===== config.mk =====
export PLATFORM = sky130hd
export DESIGN_NAME = clk_rate_classify
export DESIGN_NICKNAME = d
export VERILOG_FILES = /design/src/rtl/clk_mon_pkg.sv /design/src/rtl/clk_rate_classify.sv
export SDC_FILE = /design/constraint.sdc
export NUM_CORES = 1
export LEC_CHECK = 0
export ABC_CLOCK_PERIOD_IN_PS = 1680
export BUFFER_PORTS_ARGS = -buffer_cell sky130_fd_sc_hd__buf_2
export CORE_MARGIN = 1.5
export CORE_UTILIZATION = 40
export DETAILED_ROUTE_END_ITERATION = 10
export PLACE_DENSITY = 0.82
export SYNTH_ARGS = -nofsm -noshare
export SYNTH_HDL_FRONTEND = slang
export SYNTH_SLANG_ARGS = --single-unit

===== constraint.sdc =====
create_clock -name clk100 -period 1.68 [get_ports clk100]
set_input_delay 0.42 -clock clk100 [delete_from_list [all_inputs] [get_ports clk100]]
set_output_delay 0.42 -clock clk100 [all_outputs]
set_load 0.005 [all_outputs]

===== src/rtl/clk_mon_pkg.sv =====
// Shared encodings and helpers for the clock-rate health checker.
// State/class enums, the "not yet measured" marker and the tolerance-window helpers.
package clk_mon_pkg;

    typedef enum logic [2:0] {
        ST_UNKNOWN = 3'd0,
        ST_LOCKING = 3'd1,
        ST_GOOD    = 3'd2,
        ST_BAD     = 3'd3,
        ST_DEAD    = 3'd4
    } state_t;

    typedef enum logic [1:0] {
        CLS_INVALID = 2'd0,
        CLS_ZERO    = 2'd1,
        CLS_INRANGE = 2'd2,
        CLS_OOR     = 2'd3
    } class_t;

    localparam logic [31:0] RATE_UNMEASURED = 32'hFFFF_FFFF;

    localparam int                CTR_W   = 4;
    localparam logic [CTR_W-1:0]  CTR_MAX = 4'd15;

    // Window edges are 33 bits wide so EXP+TOL cannot wrap; LO clamps at zero.
    function automatic logic [32:0] window_lo(input logic [31:0] exp_count,
                                              input logic [31:0] tol_count);
        return (exp_count < tol_count) ? 33'd0
                                       : ({1'b0, exp_count} - {1'b0, tol_count});
    endfunction

    function automatic logic [32:0] window_hi(input logic [31:0] exp_count,
                                              input logic [31:0] tol_count);
        return {1'b0, exp_count} + {1'b0, tol_count};
    endfunction

    function automatic logic [CTR_W-1:0] sat_inc(input logic [CTR_W-1:0] value);
        return (value == CTR_MAX) ? value : value + 1'b1;
    endfunction

endpackage


===== src/rtl/clk_rate_classify.sv =====
// Classifies one rate sample against the [lo, hi] window and registers the result.
// The registered valid flag marks the evaluation cycle for the checker FSM.
module clk_rate_classify
    import clk_mon_pkg::*;
(
    input  logic        clk100,
    input  logic        async_reset_clktest,
    input  logic        sample_en,
    input  logic [31:0] sample,
    input  logic [32:0] lo,
    input  logic [32:0] hi,
    output logic        valid,
    output logic [31:0] sample_q,
    output class_t      sample_class
);

    class_t cls;

    always_comb begin
        // NOTE: assign a default first so no path through the block can infer a latch.
        cls = CLS_OOR;
        if (sample == RATE_UNMEASURED) begin
            cls = CLS_INVALID;
        end else if (sample == '0) begin
            cls = CLS_ZERO;
        end else if (({1'b0, sample} >= lo) && ({1'b0, sample} <= hi)) begin
            cls = CLS_INRANGE;
        end
    end

    // NOTE: sequential state uses non-blocking assignments and the async reset sits in the sensitivity list.
    always_ff @(posedge clk100 or posedge async_reset_clktest) begin
        if (async_reset_clktest) begin
            valid        <= 1'b0;
            sample_q     <= '0;
            sample_class <= CLS_INVALID;
        end else begin
            valid <= sample_en;
            if (sample_en) begin
                sample_q     <= sample;
                sample_class <= cls;
            end
        end
    end

endmodule


Word-level counts from Yosys, hierarchy flattened. Cells that the tools add are included.

Logic and storage cells: 11. Bits in registers: 35.

Reductions and logical operators: 2. Mux-type cells: 3. Magnitude comparators: 2. Equal/unequal tests: 1.

Operators with widths (count): 32-bit by 33-bit greater-or-equal comparator with 1-bit output (1); 32-bit by 33-bit less-or-equal comparator with 1-bit output (1); 32-bit equality test (second input constant) (1); 32-bit zero test (1); 2-bit two-way mux (2); 1-bit logical AND (1); 1-bit two-way mux (1).

Logic depth before layout (Yosys ltp).
Depth after elaboration: 5. Mapped depth: 9. Depth with buffers taken out: 9.

Least setup slack after synthesis. Ideal clock, no wire load.

Path kind: input -> register. From: input hi[22]. To: register sample_class[0]. Stages on the path: 9. Path buffers: 0. Library setup time: 133 ps. Arrival time: 1618 ps. Slack: -71 ps. Path through: inv_1 > ha_1 > a21o_1 > nand3_1 > a21oi_1 > a2111oi_0 > o21ai_0 > a22oi_1 > o211ai_1.

Cells in the longest elaborated chain, start to end: 5.

Ends and longest elaborated chain: start, declared (RTL line clk_rate_classify.sv:11) `input logic [32:0] hi,`; 32-bit by 33-bit less-or-equal comparator with 1-bit output (RTL line clk_rate_classify.sv:26) `end else if (({1'b0, sample} >= lo) && ({1'b0, sample} <= hi)) begin`; 1-bit logical AND (RTL line clk_rate_classify.sv:26); 1-bit two-way mux (RTL line clk_rate_classify.sv:26); 2-bit two-way mux (RTL line clk_rate_classify.sv:24) `end else if (sample == '0) begin`; 2-bit two-way mux (RTL line clk_rate_classify.sv:22) `if (sample == RATE_UNMEASURED) begin`; end signal, assigned (RTL line clk_rate_classify.sv:41) `sample_class <= cls;`; end, declared (RTL line clk_rate_classify.sv:14) `output class_t sample_class`.

No other way between the ends. A chain may end at the register's enable or synchronous reset.

Final worst setup path.
From: input sample[28]. To: register sample_class[0].

Cells in the longest elaborated chain, start to end: 5. Elaborated cells on any way between the ends: 8.

Ends and longest elaborated chain: start, declared (RTL line clk_rate_classify.sv:9) `input logic [31:0] sample,`; 32-bit by 33-bit greater-or-equal comparator with 1-bit output or 32-bit by 33-bit less-or-equal comparator with 1-bit output (tied branches) (RTL line clk_rate_classify.sv:26); 1-bit logical AND (RTL line clk_rate_classify.sv:26); 1-bit two-way mux (RTL line clk_rate_classify.sv:26); 2-bit two-way mux (RTL line clk_rate_classify.sv:24); 2-bit two-way mux * (RTL line clk_rate_classify.sv:22).

Every way passes the cells marked *; elsewhere a longest branch is shown, timed or not.

==> results.toml <==
[status]
status = "finished with violations"
violations = "negative setup slack"

[synthesis]
yosys_warnings = 0
synth.avg_cell_area_um2 = 9.33
yosysMostFrequentCell = "inv_1"
synth_compound_area_share_pct = 10.8
synth_area_um2 = 3040
synth_nets = 491
synth-seq-area-share_pct = 28.8
synth-xor-area-share_pct = 0
synth-edff-count = 0
synth_common_cells = "inv_1, ha_1, dfrtp_1"
yosysUniqueCellTypes = 35
synthMuxAreaShare_pct = 11.8
synthFlopType = "dfrtp_1"
synthTopCellsByArea = "dfrtp_1, ha_1, mux2_2"
yosys.area_share.simple_pct = 13.5
synthArstFlopShare_pct = 100
synth_seq_cells = 35
synth_top_area_share_pct = 28.8
synth_top_family_by_area = "adder cells"
yosys.area.top_type = "dfrtp_1"
netlist_instances = 326
synth_fa_ha_area_share_pct = 26.3

[sta]
fin_worst_skew_ns = 0
post-route-min-period_ns = 1.75
finalSetupTns_ns = -0.0694
post-route-period-util_pct = 104
holdWs_ns = 0.220
slew_viol_final = 0
tightestPinTransition_ns = 0.488
rsz0062_at_grt = "true"
finalSetupViolCount = 1
max_slew_margin_pct = 67.4
max_freq_mhz = 572
fin_ws_ns = -0.0694
hold_violations = 0

[placement]
finalWeightedCongestion = 0.871
post_dp_cell_area_um2 = 4250
io_buffer_count = 135
dp_hpwl_um = 7670

[clock_tree]
cts_tree = "done"
cts_made_buffers = 5
h-tree-depth = 2
cts_buffer_depth = 2
clk_latency_ns = 0.29
clock-sinks = 35
hold_buffers = 0
path_clk_slew_ns = 0.07
cts_root_buf = "clkbuf_8"

[global_route]
grt_overflow = 0
grt_pass1_wl_um = 15000
grt_pass1_vias = 3325
grt_max_degree = 36
grt_use_total_pct = 22.7
grt_antenna_before_repair = 0

[final_layout]
nets = 684
fin_area_um2 = 4530
drive_gt1_share_pct = 48.3
antenna_cells = 0
syn2layout_area_growth_pct = 48.9

[die]
start_util_pct = 41.7
fp.dieH_um = 90.2
chipWidth_um = 90.2
core_area_um2 = 7290
rows = 31
dieArea_um2 = 8140
io_pins = 136

[routing]
drtAntennaViolNets = 0
drc = 0
wl_met3_um = 580
drt_wl_total_um = 9400
first_iter_violations = 62
top_layer_used = "met4"
drt-wirelength-per-cell_um = 15.2
vias_per_cell = 5.16
vias = 3191
dr_wl_met2_um = 4830
wl_met1_um = 3810
dr.pass1.iters = 4

[hold_path]
hold_class = "input port to asynchronous set/reset pin"

[pwr]
p_leak_nw = 2.50
powerDensity_nw_per_um2 = 590
peakVddDrop_mv = 0.359

[critical_path]
cp_max_fo = 4
critical_path_required_ns = 1.85
critPathArrivalTime_ns = 1.92
crit_path_start_kind = "input port"
cp-end-kind = "flop"
crit_type = "input port to flop"

[flow_run]
maxCapViolCount = 0
==> critical path, cell delays in order <==
cell and delay [ns]:
buf_8 0.11, ha_4 0.27, nand4_1 0.18, buf_4 0.21
nor4_4 0.30, a41oi_2 0.15, a22oi_1 0.18, o211ai_1 0.10
==> registers in the layout, indices dropped and copies added, names as in the netlist <==
signal / count
sample_q: 32
sample_class: 2
valid: 1
==> layer usage <==
| metal | up-vias | global-route usage (%) |
|---|---|---|
| met5 | - | 0 |
| met4 | 0 | 6.88 |
| met1 | 1502 | 26.2 |
| met2 | 111 | 41.0 |
| li1 | 1558 | - |
| met3 | 20 | 5.84 |
==> final cells by class <==
type                            count  area [um^2]
Inverter                           66          248
Tap cell                           99          124
Fill cell                         657         2760
Timing Repair Buffer              190         1150
Sequential cell                    35          876
Clock inverter                      2         35.0
Multi-Input combinational cell    221         2020
Clock buffer                        6         82.6
==> through the flow <==
stage / util [%] / std cells / power, W / setup WS, ns
2_1_floorplan: - / 326 / 0.00138 / 0.000693
3_3_place_gp: 58.3 / 608 / 0.00179 / -0.385
3_5_place_dp: 58.3 / 608 / 0.00184 / -0.446
4_1_cts: 60.2 / 616 / 0.00266 / 0.0131
5_1_grt: 62.1 / 619 / 0.00283 / -0.123
6_report: 62.1 / 619 / 0.00267 / -0.0694
==> logic make-up (layout without fill, tap and decap cells) <==
kind of cell | Yosys count | count (layout)
and+or+nand+nor | 70 | 70
DFF | 35 | 35
AOI/OAI and AO/OA | 55 | 55
muxes | 32 | 32
adders and majority gates | 64 | 64
buffers and inverters | 70 | 264
==> where the power goes <==
group / internal [W] / switching [W]
clock: 0.000480 / 0.000321
sequential: 0.000925 / 0.0000421
combinational: 0.000481 / 0.000425
total: 0.00189 / 0.000788
==> final timing paths <==
path,depth (start not counted),slack (ns),end,from
max,8,-0.07,sample_class[0],sample[28]
min,3,0.22,sample_q[26],async_reset_clktest
max reg2reg,5,0.55,sample_class[0],sample_class[0]
min reg2reg,1,0.50,sample_q[10],sample_q[10]
max in group asynchronous,3,1.11,sample_q[7],async_reset_clktest
min in group clk100,2,0.39,sample_q[25],sample[25]
==> layout by cell type (no fill, tap or decap), types with 5 or more instances in the layout <==
master | synthesis | final
a21o_1 | 8 | 8
a21oi_1 | 27 | 25
buf_2 | 3 | 128
buf_4 | 0 | 54
buf_6 | 0 | 6
clkbuf_8 | 0 | 6
dfrtp_1 | 35 | 35
ha_1 | 64 | 59
ha_4 | 0 | 5
inv_1 | 66 | 61
inv_2 | 0 | 5
mux2_2 | 32 | 32
nand2_1 | 12 | 12
nand3_1 | 7 | 7
nand4_1 | 21 | 21
nor2_1 | 8 | 8
nor4_1 | 10 | 9
o21ai_0 | 7 | 7
==> what timing repair did <==
item,4_1_cts,5_1_grt
pin swaps,2,7
resized for setup,3,28
setup endpoints to repair,1,1
setup buffers,0,3
Note: power is estimated with default switching activity, not from simulation.
